--- src/rtl/wall_column_feeder.sv ---
// wall_column_feeder
//   Streams wall columns from the level-map ROM into the game datapath.
//   Each column is COL_HEIGHT bits wide, read as WPC = COL_HEIGHT/WORD_W
//   consecutive ROM words. Word k of column c lives at c*WPC+k and lands
//   in col_data[k*WORD_W +: WORD_W]. Bit 0 of col_data is the top row.
//
// Ports
//   clk        system clock
//   resetn     asynchronous active-low reset
//   start      pulse: rewind to column 0 and prefetch it (wins over req)
//   req        pulse: datapath consumes the presented column this cycle
//   col_valid  col_data holds a complete column
//   col_data   assembled column
//   busy       fetch in progress (FETCH or DRAIN)
//   map_end    sticky: last column consumed (non-looping build only)
//   underrun   sticky: req arrived while a fetch was still in progress
//   rom_rd     ROM read strobe
//   rom_addr   ROM word address (holds its value when rom_rd=0)
//   rom_data   ROM output, valid the cycle after rom_rd/rom_addr
//
// Build option
//   WALL_MAP_LOOP_EN  defined: wrap to column 0 after the last column
//                     (endless map). Undefined: stop in DONE, raise map_end.
//
// state | meaning
// IDLE  | after reset, waiting for start
// FETCH | issuing the WPC reads of a column
// DRAIN | capturing the final word of the column
// READY | column presented, col_valid=1
// DONE  | map exhausted, no further reads
module wall_column_feeder #(
  parameter int COL_HEIGHT = 100,
  parameter int WORD_W     = 20,
  parameter int MAP_COLS   = 64,
  parameter int ADDR_W     = 9
) (
  input  logic                  clk,
  input  logic                  resetn,
  input  logic                  start,
  input  logic                  req,
  output logic                  col_valid,
  output logic [COL_HEIGHT-1:0] col_data,
  output logic                  busy,
  output logic                  map_end,
  output logic                  underrun,
  output logic                  rom_rd,
  output logic [ADDR_W-1:0]     rom_addr,
  input  logic [WORD_W-1:0]     rom_data
);

  localparam int WPC = COL_HEIGHT / WORD_W;
  localparam int KW  = (WPC > 1) ? $clog2(WPC) : 1;
  localparam int CW  = (MAP_COLS > 1) ? $clog2(MAP_COLS) : 1;
  localparam logic [KW-1:0]     K_LAST    = KW'(WPC - 1);
  localparam logic [CW-1:0]     C_LAST    = CW'(MAP_COLS - 1);
  localparam logic [ADDR_W-1:0] ADDR_STEP = ADDR_W'(WPC);

  typedef enum logic [2:0] {
    S_IDLE, S_FETCH, S_DRAIN, S_READY, S_DONE
  } state_t;

  state_t                  state_q, state_d;
  logic                    rom_rd_q, rom_rd_d;
  logic [ADDR_W-1:0]       rom_addr_q, rom_addr_d;
  logic [ADDR_W-1:0]       base_q, base_d;
  logic [CW-1:0]           col_idx_q, col_idx_d;
  logic [KW-1:0]           word_q, word_d;
  logic [COL_HEIGHT-1:0]   col_q, col_d;
  logic                    map_end_q, map_end_d;
  logic                    underrun_q, underrun_d;
  logic                    cap_en;
  logic [KW-1:0]           cap_slot;

  always_ff @(posedge clk or negedge resetn) begin
    if (!resetn) begin
      state_q    <= S_IDLE;
      rom_rd_q   <= 1'b0;
      rom_addr_q <= '0;
      base_q     <= '0;
      col_idx_q  <= '0;
      word_q     <= '0;
      col_q      <= '0;
      map_end_q  <= 1'b0;
      underrun_q <= 1'b0;
    end else begin
      state_q    <= state_d;
      rom_rd_q   <= rom_rd_d;
      rom_addr_q <= rom_addr_d;
      base_q     <= base_d;
      col_idx_q  <= col_idx_d;
      word_q     <= word_d;
      col_q      <= col_d;
      map_end_q  <= map_end_d;
      underrun_q <= underrun_d;
    end
  end

  always_comb begin
    state_d    = state_q;
    rom_rd_d   = 1'b0;
    rom_addr_d = rom_addr_q;
    base_d     = base_q;
    col_idx_d  = col_idx_q;
    word_d     = word_q;
    map_end_d  = map_end_q;
    underrun_d = underrun_q;
    cap_en     = 1'b0;
    cap_slot   = '0;

    case (state_q)
      S_FETCH: begin
        // rom_data now carries the word addressed in the previous cycle
        if (word_q != '0) begin
          cap_en   = 1'b1;
          cap_slot = word_q - 1'b1;
        end
        if (word_q == K_LAST) begin
          state_d = S_DRAIN;
        end else begin
          rom_rd_d   = 1'b1;
          rom_addr_d = rom_addr_q + ADDR_W'(1);
          word_d     = word_q + 1'b1;
        end
        if (req) underrun_d = 1'b1;
      end
      S_DRAIN: begin
        cap_en   = 1'b1;
        cap_slot = K_LAST;
        state_d  = S_READY;
        if (req) underrun_d = 1'b1;
      end
      S_READY: begin
        if (req) begin
          if (col_idx_q == C_LAST) begin
`ifdef WALL_MAP_LOOP_EN
            col_idx_d  = '0;
            base_d     = '0;
            state_d    = S_FETCH;
            rom_rd_d   = 1'b1;
            rom_addr_d = '0;
            word_d     = '0;
`else
            state_d   = S_DONE;
            map_end_d = 1'b1;
`endif
          end else begin
            col_idx_d  = col_idx_q + 1'b1;
            base_d     = base_q + ADDR_STEP;
            state_d    = S_FETCH;
            rom_rd_d   = 1'b1;
            rom_addr_d = base_q + ADDR_STEP;
            word_d     = '0;
          end
        end
      end
      default: ;
    endcase

    // start overrides everything, including a simultaneous req
    if (start) begin
      state_d    = S_FETCH;
      rom_rd_d   = 1'b1;
      rom_addr_d = '0;
      base_d     = '0;
      col_idx_d  = '0;
      word_d     = '0;
      map_end_d  = 1'b0;
      underrun_d = 1'b0;
    end
  end

  always_comb begin
    col_d = col_q;
    for (int i = 0; i < WPC; i++) begin
      if (cap_en && cap_slot == KW'(i)) col_d[i*WORD_W +: WORD_W] = rom_data;
    end
  end

  assign col_valid = (state_q == S_READY);
  assign busy      = (state_q == S_FETCH) || (state_q == S_DRAIN);
  assign col_data  = col_q;
  assign map_end   = map_end_q;
  assign underrun  = underrun_q;
  assign rom_rd    = rom_rd_q;
  assign rom_addr  = rom_addr_q;

endmodule

--- config.mk ---
export PLATFORM = sky130hd
export DESIGN_NAME = wall_column_feeder
export DESIGN_NICKNAME = d
export VERILOG_FILES = /design/src/rtl/wall_column_feeder.sv
export SDC_FILE = /design/constraint.sdc
export NUM_CORES = 1
export LEC_CHECK = 0
export ABC_AREA = 0
export ABC_CLOCK_PERIOD_IN_PS = 4330
export CAP_MARGIN = 20
export CELL_PAD_IN_SITES_DETAIL_PLACEMENT = 1
export CELL_PAD_IN_SITES_GLOBAL_PLACEMENT = 1
export CORE_MARGIN = 1.5
export CORE_UTILIZATION = 42
export CTS_CLUSTER_DIAMETER = 30
export CTS_CLUSTER_SIZE = 16
export DETAILED_ROUTE_END_ITERATION = 8
export MAX_ROUTING_LAYER = met4
export PLACE_DENSITY = 0.89
export SLEW_MARGIN = 20
export SYNTH_ARGS = -nofsm -noshare
export SYNTH_HDL_FRONTEND = slang
export SYNTH_SLANG_ARGS = --single-unit
--- constraint.sdc ---
create_clock -name clk -period 4.33 [get_ports clk]
set_clock_uncertainty 0.05 [all_clocks]
set_input_delay 0.6495 -clock clk [delete_from_list [all_inputs] [get_ports clk]]
set_output_delay 0.6495 -clock clk [all_outputs]
set_load 0.02 [all_outputs]
# Word-level counts from Yosys, hierarchy flattened
# Index checks and enable logic that the tools add are counted.
totals:
  wordCells: 89
  register_bits: 133
  output_inout_bits: 114
  inputBits: 24
classes:
  reduce_logical: 20
  n_addsub: 5
  eq_ne: 14
  muxes: 37
ops:
  columns: ["cell", "count"]
  rows:
  - ["$mux W9", 6]
  - ["$mux W3", 9]
  - ["$mux W6", 4]
  - ["$pmux W9 S2", 1]
  - ["$eq A3 B2 Y1 const B", 4]
  - ["$mux W1", 12]
  - ["$ne A3 B3 Y1 const B", 4]
  - ["$pmux W3 S2", 2]
  - ["$add A9 B1 Y9 const B", 1]
  - ["$add A9 B3 Y9 const B", 1]
  - ["$pmux W3 S3", 1]
  - ["$reduce_and A3 Y1", 3]
  - ["$reduce_bool A2 Y1", 4]
  - ["$add A6 B1 Y6 const B", 1]
  - ["$eq A3 B1 Y1 const B", 2]
  - ["$eq A3 B3 Y1 const B", 2]
  - ["$eq A6 B6 Y1 const B", 1]
  - ["$reduce_bool A3 Y1", 2]
  - ["$logic_and A1 B1 Y1", 5]
  - ["$pmux W1 S2", 2]
  - ["$reduce_and A4 Y1", 1]
  - ["$reduce_bool A4 Y1", 1]
  - ["$add A3 B1 Y3 const B", 1]
  - ["$logic_not A3 Y1", 1]
  - ["other kinds (5)", 5]

# Depth between registers and ports, before layout
# Gate-level depths: netlist (run 1).
logic_depth:
  ltp_word: 5
  mapped_depth: 8
  ltp_nobuf: 7

# Worst setup path after synthesis (run 1)
# Ideal clock, no wire load.
synth_path:
  kind: "register to register"
  startpoint: "reg word_q[0]"
  endpoint: "reg col_q[40] (netlist: col_data[40])"
  setup_slack_ns: 2.330
  setup_ns: 0.125
  period_less_slack_ns: 2.000
  required_ns: 4.155
  path_stages_with_launch: 9
  path_buffers: 1
  t_arrival_ns: 1.825
  path_cell_list: "dfrtp_1 inv_1 ha_1 xor2_1 a21oi_1 o21ai_0 nor3_1 buf_2 mux2_2"
synth_between:
  elab_chain_cells: 5
  word_cells_on_any_way: 8
  cone_classes: "add/sub: 1; eq/ne: 1; mux: 4; reduce/logical: 2"
synth_lines:
  columns: ["item", "line_no", "rtl"]
  rows:
  - ["start: declaration", "67", "logic [KW-1:0] word_q, word_d;"]
  - ["start signal: assignment", "91", "word_q <= word_d;"]
  - ["$sub A3 B1 Y3 / $reduce_bool A3 Y1 (equally long branches)", "115, 113", null]
  - ["$mux W3", "113", "if (word_q != '0) begin"]
  - ["$pmux W3 S2", "110", "case (state_q)"]
  - ["$eq A3 B2 Y1", "175", "if (cap_en && cap_slot == KW'(i)) col_d[i*WORD_W +: WORD_W] = rom_data;"]
  - ["$logic_and A1 B1 Y1 (*)", "175", null]
  - ["end signal: assignment", "92", "col_q <= col_d;"]
  - ["end: declaration", "68", "logic [COL_HEIGHT-1:0] col_q, col_d;"]
# Every way passes the cells marked *; elsewhere a longest branch is shown, timed or not.
# A chain may end at the register's enable or synchronous reset.

# Worst setup path after layout (run 1)
layout_path:
  startpoint: "reg state_q[2]"
  endpoint: "out col_valid"
layout_between:
  elab_chain_cells: 1
layout_lines:
  columns: ["item", "line_no", "rtl"]
  rows:
  - ["start: declaration", "62", "state_t state_q, state_d;"]
  - ["start signal: assignment", "86", "state_q <= state_d;"]
  - ["$eq A3 B2 Y1", "179", "assign col_valid = (state_q == S_READY);"]
  - ["end: declaration", "41", "output logic col_valid,"]
# No other way between the ends.

==> reports/summary.txt, run 1 <==
VDD IR max: 0.345 mV
initial antenna violation count: 0
H-tree depth: 4
HPWL Detailed: 11,300 µm
Pre-Repair DR Iteration Count: 4
Main synth FF type: dfrtp_1
Worst R2R Path Depth: 6
post-synth design cell area: 0.00563 mm²
CTS tree: yes
grt ovf: 0
core footprint: 0.0131 mm²
global-route wire length before repair: 26,300 µm
fin crit share: 73.3%
WP data required: 3.63 ns
Port Buffers: 137
nets: 603
Die Y: 119 µm
worst skew pair latency: 0.42 ns
vias per std cell: 5.36
Final Power: 6410 µW
CP Launch Type: flop
vias in the first global route: 4,605
syn avg cell area: 13.1 µm²
routed vias: 4,082
Slew Viols, Final: 0
RePlAce Congestion: 0.856
post-synthesis cell type count: 46
die span in x: 119 µm
Hold Path Class: in -> async
Slew @ Worst Pin: 1.05 ns
die area: 0.0141 mm²
RSZ-0062 raised after global routing: false
Starting Density: 42.8%
Max Clk Rate: 315 MHz
R2R setup slack: 1.66 ns
# Post-CTS Setup Buffers: 0
asr flop ratio synth: 100%
share of layout cells above drive strength 1: 25.9%
WL/cell: 21.4 µm
Final Hold Vio Count: 0
Syn Inst Count: 431
final core occ: 59.0%
pwr dens: 827 mW/mm²
Worst R2R Start: state_q[2]$_DFFE_PN0P_
worst hold slack: 0.233 ns
largest fanout on the critical path: 15
gr usage total: 25.3%
fin crit period: 3.18 ns
Seq/Total Area, Yosys: 59.2%
largest net degree at the start of global routing: 60
endpoints failing setup: 0
CP Class: reg -> out
CP Capture Type: output pin
total number of yosys warnings: 0
clk buf depth: 2
Clock Tree Root: clkbuf_16
# rows: 42
Clk pin slew, worst setup/hold paths: 0.06 ns
Remaining DRCs: 0
Post-CTS Resized: 0
Relative slew margins: 29.7%
fillers: 1,307
antenna cells: 0
final setup TNS: 0 ns
synth-to-layout area growth: 37.7%
IO Pins: 138
Seq cells post-synth: 133
DRT Wirelength: 16,300 µm
EDFF count, synth: 0
status: finished, final reports clean
Post-CTS Hold Fix Bufs: 0
RR Endpoint: word_q[2]$_DFFE_PN0P_
remaining antenna violation count: 0
clock sink total: 133
initial DRC count: 209
total CTS buffers: 17
Worst Setup SP: state_q[2]$_DFFE_PN0P_
Synthesized Nets: 461
CP arrival: 2.48 ns
Leakage: 0.00325 µW
max-capacitance violation count: 0
==> logic make-up (layout without fill, tap and decap cells) <==
logic type	after synthesis	in the layout	synth area share [%]
adders and majority gates	6	6	1.33
and+or+nand+nor	94	94	8.23
buffers and inverters	24	179	2.11
xor gates and xnor gates	16	16	2.49
AOI/OAI and AO/OA	57	57	6.47
DFF	133	133	59.2
muxes	101	101	20.2
==> area by class of cell <==
cell class / count / area, µm² / share of cell area, %
Sequential cell: 133 / 3330 / 43.0
Clock inverter: 13 / 124 / 1.60
Multi-Input combinational cell: 274 / 2190 / 28.3
Tap cell: 176 / 220 / 2.84
Timing Repair Buffer: 143 / 1410 / 18.3
Clock buffer: 19 / 453 / 5.85
Inverter: 4 / 15.0 / 0.194
==> worst max-delay path by stage <==
stage                                to  slack, ns  depth (start not counted)
6_report                      col_valid       1.15                          3
5_1_grt                       col_valid       1.03                          3
4_1_cts                       col_valid       1.16                          3
3_5_place_dp                  col_valid       1.63                          3
3_3_place_gp                  col_valid       1.68                          3
2_1_floorplan  col_data[40]$_DFFE_PN0P_       2.33                          8
==> placed cells by master, fill, tap and decap left out, types with 3 or more instances in the layout <==
cell,n
inv_1,3
clkbuf_16,17
nand3_1,6
nor2_1,28
clkinvlp_4,3
nor3_1,10
nand2_1,21
clkdlybuf4s50_1,136
xnor2_1,7
clkinv_4,4
mux2_2,100
buf_4,7
o21ai_0,20
a21oi_1,20
xor2_1,9
ha_1,6
nand3b_1,4
inv_6,3
or3_1,9
dfrtp_1,133
==> cell usage after synthesis (all sizes together) (3+ instances only) <==
library cell / instances / area [µm²]
nand3: 6 / 30.0
nor2: 28 / 105
nand2: 22 / 85.1
nor3: 12 / 60.1
buf: 16 / 88.8
nand3b: 4 / 30.0
inv: 4 / 15.0
a21oi: 21 / 105
ha: 6 / 75.1
xor2: 9 / 78.8
mux2: 100 / 1130
or3: 9 / 56.3
clkbuf: 4 / 15.0
o21ai: 20 / 100
nor4: 3 / 25.0
dfrtp: 133 / 3330
xnor2: 7 / 61.3
==> registers in the layout (all words and copies together) (netlist names) <==
signal	flops
rom_addr	9
rom_rd	1
base_q	9
map_end	1
col_idx_q	6
col_data	100
word_q	3
underrun	1
state_q	3
==> worst max-delay path, stage by stage (launching register included) <==
cell	delay (ns)
dfrtp_1	0.48
nand3b_1	0.50
inv_2	0.41
clkdlybuf4s50_1	0.67
==> routing by layer <==
layer	GRT usage, %	wire [µm]
met1	28.7	6490
met4	10.3	383
met3	5.69	655
met2	43.6	8750
met5	-	0
==> per-stage QoR <==
| step | cells | area [µm²] | setup slack (ns) |
|---|---|---|---|
| 3_5_place_dp | 730 | 7170 | 1.63 |
| 6_report | 762 | 7750 | 1.15 |
| 5_1_grt | 762 | 7750 | 1.03 |
| 2_1_floorplan | 431 | 5630 | 2.33 |
| 4_1_cts | 762 | 7750 | 1.16 |
| 3_3_place_gp | 730 | 7170 | 1.68 |
==> report_power, final <==
| group | leakage (µW) | internal, µW | total [µW] | switching (µW) |
|---|---|---|---|---|
| Sequential | 0.00167 | 1760 | 2130 | 362 |
| Combinational | 0.00131 | 1430 | 2890 | 1460 |
| Clock | 0.000276 | 826 | 1390 | 562 |
No activity file was read; power rests on OpenSTA's default activity.
==> run 2: changes to the inputs <==
--- a/config.mk
+++ b/config.mk
@@ -6,17 +6,17 @@
 export NUM_CORES = 1
 export LEC_CHECK = 0
 export ABC_AREA = 0
-export ABC_CLOCK_PERIOD_IN_PS = 4330
+export ABC_CLOCK_PERIOD_IN_PS = 3050
 export CAP_MARGIN = 20
 export CELL_PAD_IN_SITES_DETAIL_PLACEMENT = 1
 export CELL_PAD_IN_SITES_GLOBAL_PLACEMENT = 1
 export CORE_MARGIN = 1.5
-export CORE_UTILIZATION = 42
+export CORE_UTILIZATION = 39
 export CTS_CLUSTER_DIAMETER = 30
 export CTS_CLUSTER_SIZE = 16
 export DETAILED_ROUTE_END_ITERATION = 8
 export MAX_ROUTING_LAYER = met4
-export PLACE_DENSITY = 0.89
+export PLACE_DENSITY = 0.84
 export SLEW_MARGIN = 20
 export SYNTH_ARGS = -nofsm -noshare
 export SYNTH_HDL_FRONTEND = slang
==> constraint.sdc (replaced) <==
create_clock -name clk -period 3.05 [get_ports clk]
set_clock_uncertainty 0.05 [all_clocks]
set_input_delay 0.4575 -clock clk [delete_from_list [all_inputs] [get_ports clk]]
set_output_delay 0.4575 -clock clk [all_outputs]
set_load 0.02 [all_outputs]
==> reports/summary.txt, run 2 (synthesis gave the netlist of run 1 again) <==
status: finished, final reports clean
CTS tree: yes
share of layout cells above drive strength 1: 26.6% (+0.71 points)
Die Y: 123 µm (+3.7%)
core footprint: 0.0140 mm² (+6.5%)
IO Pins: 138 (unchanged)
Post-CTS Resized: 0 (unchanged)
Clk pin slew, worst setup/hold paths: 0.05 ns (about the same)
WP data required: 2.54 ns (-1.09 ns)
WL/cell: 20.6 µm (-3.5%)
grt ovf: 0 (unchanged)
clock sink total: 133 (unchanged)
antenna cells: 0 (unchanged)
RSZ-0062 raised after global routing: false
remaining antenna violation count: 0 (unchanged)
VDD IR max: 0.410 mV (+19%)
DRT Wirelength: 15,900 µm (-2.1%)
Final Power: 9210 µW (+44%)
Leakage: 0.00332 µW (+1.9%)
total CTS buffers: 17 (unchanged)
routed vias: 4,084 (+0.049%)
endpoints failing setup: 0 (unchanged)
Clock Tree Root: clkbuf_16
Remaining DRCs: 0 (unchanged)
Slew @ Worst Pin: 0.566 ns (-0.487 ns)
HPWL Detailed: 11,100 µm (-1.6%)
vias per std cell: 5.28 (-1.4%)
most common cell after layout, fill and taps aside: clkdlybuf4s50_1
die span in x: 123 µm (+3.7%)
largest net degree at the start of global routing: 59 (-1.7%)
Max Clk Rate: 369 MHz
Slew Viols, Final: 0 (unchanged)
Starting Density: 40.2% (-2.6 points)
final setup TNS: 0 ns (unchanged)
global-route wire length before repair: 24,600 µm (-6.3%)
CP Class: reg -> out
largest fanout on the critical path: 9 (-6)
# rows: 43 (+2.4%)
commonest non-fill, non-tap cells in the layout: 136 x clkdlybuf4s50_1, 133 x dfrtp_1, 100 x mux2_2
worst skew pair latency: 0.41 ns (about the same)
nets: 611 (+1.3%)
CP arrival: 2.20 ns (-0.28 ns)
fin crit period: 2.71 ns
initial antenna violation count: 0 (unchanged)
clk buf depth: 2 (unchanged)
synth-to-layout area growth: 39.9%
RePlAce Congestion: 0.799 (-6.7%)
max reg flops: 100 (unchanged)
fin crit share: 88.8%
pwr dens: 1170 mW/mm² (+41%)
H-tree depth: 4 (unchanged)
Final Hold Vio Count: 0 (unchanged)
CP Launch Type: flop
vias in the first global route: 4,298 (-6.7%)
die area: 0.0152 mm² (+7.5%)
Hold Path Class: reg -> reg
CP Capture Type: output pin
initial DRC count: 245 (+17%)
Pre-Repair DR Iteration Count: 4 (unchanged)
Relative slew margins: 62.3% (+33 points)
Port Buffers: 137 (unchanged)
max-capacitance violation count: 0 (unchanged)
gr usage total: 22.6% (-2.8 points)
[run 2: changes by cell type in the layout (fill, tap and decap cells not counted)]
cell and delta:
buf_4 +5, buf_12 +2, bufinv_16 +2, clkinv_4 -2, inv_6 -2, clkinv_2 +1, dlygate4sd3_1 +1
[run 2: per-layer routing]
| metal | GRT usage [%] | share of wire [%] |
|---|---|---|
| met4 | 7.83 | 1.6 |
| met2 | 38.2 | 52 |
| met1 | 26.7 | 41 |
| met5 | - | 0 |
| met3 | 4.94 | 4.4 |
[run 2: repair_timing]
item | CTS | global route
hold buffers | 1 | 0
endpoints found under the hold margin | 34 | 0
buffers inserted | 0 | 0
[run 2: per-stage QoR]
step                utilization, %  area (µm²)  cells  hold WS [ns]  setup slack [ns]
global placement              51.8        7250    741         0.423             0.804
detailed placement            51.8        7250    741         0.433             0.713
floorplan                        -        5630    431         0.112              1.05
global route                  56.3        7870    773         0.474             0.240
finish                        56.3        7870    773         0.450             0.341
CTS                           56.3        7870    773         0.458             0.343
[run 2: path summary, 6_finish.rpt]
kind                                                from                  endpoint  slack (ns)  depth (start not counted)
worst max-delay path              state_q[0]$_DFFE_PN0P_                      busy        0.34                          3
worst min-delay path            col_data[28]$_DFFE_PN0P_  col_data[28]$_DFFE_PN0P_        0.45                          1
worst max register to register     word_q[0]$_DFFE_PN0P_  col_data[63]$_DFFE_PN0P_        0.70                          8
worst min register to register  col_data[28]$_DFFE_PN0P_  col_data[28]$_DFFE_PN0P_        0.45                          1
max in group asynchronous                         resetn  col_data[27]$_DFFE_PN0P_        1.70                          3
min in group asynchronous                         resetn  col_data[97]$_DFFE_PN0P_        0.52                          2
[run 2: power by group]
group          internal, µW  switching, µW
clock network          1320            768
logic                  2050           2050
registers              2500            512
[run 2: layout make-up]
cell class / instances / area [µm²]
tap: 180 / 225
inverter: 4 / 15.0
clock buffer: 19 / 453
clock inverter: 12 / 154
sequential: 133 / 3330
multi-input combinational: 274 / 2190
timing repair buffer: 151 / 1500
fill: 1416 / 6120
[run 2: critical path: stages (launching register included)]
cell	delay (ns)
dfrtp_1	0.47
nand2b_1	0.23
a21oi_1	0.37
clkdlybuf4s50_1	0.72
==> run 3: changes to the inputs <==
--- a/config.mk
+++ b/config.mk
@@ -7,7 +7,7 @@
 export LEC_CHECK = 0
 export ABC_AREA = 0
 export ABC_CLOCK_PERIOD_IN_PS = 3050
-export CAP_MARGIN = 20
+export CAP_MARGIN = 10
 export CELL_PAD_IN_SITES_DETAIL_PLACEMENT = 1
 export CELL_PAD_IN_SITES_GLOBAL_PLACEMENT = 1
 export CORE_MARGIN = 1.5
@@ -17,6 +17,7 @@
 export DETAILED_ROUTE_END_ITERATION = 8
 export MAX_ROUTING_LAYER = met4
 export PLACE_DENSITY = 0.84
+export SKIP_LAST_GASP = 1
 export SLEW_MARGIN = 20
 export SYNTH_ARGS = -nofsm -noshare
 export SYNTH_HDL_FRONTEND = slang
==> results of run 3 <==
Same layout as run 2: the final DEF is identical, and so are final timing and power.
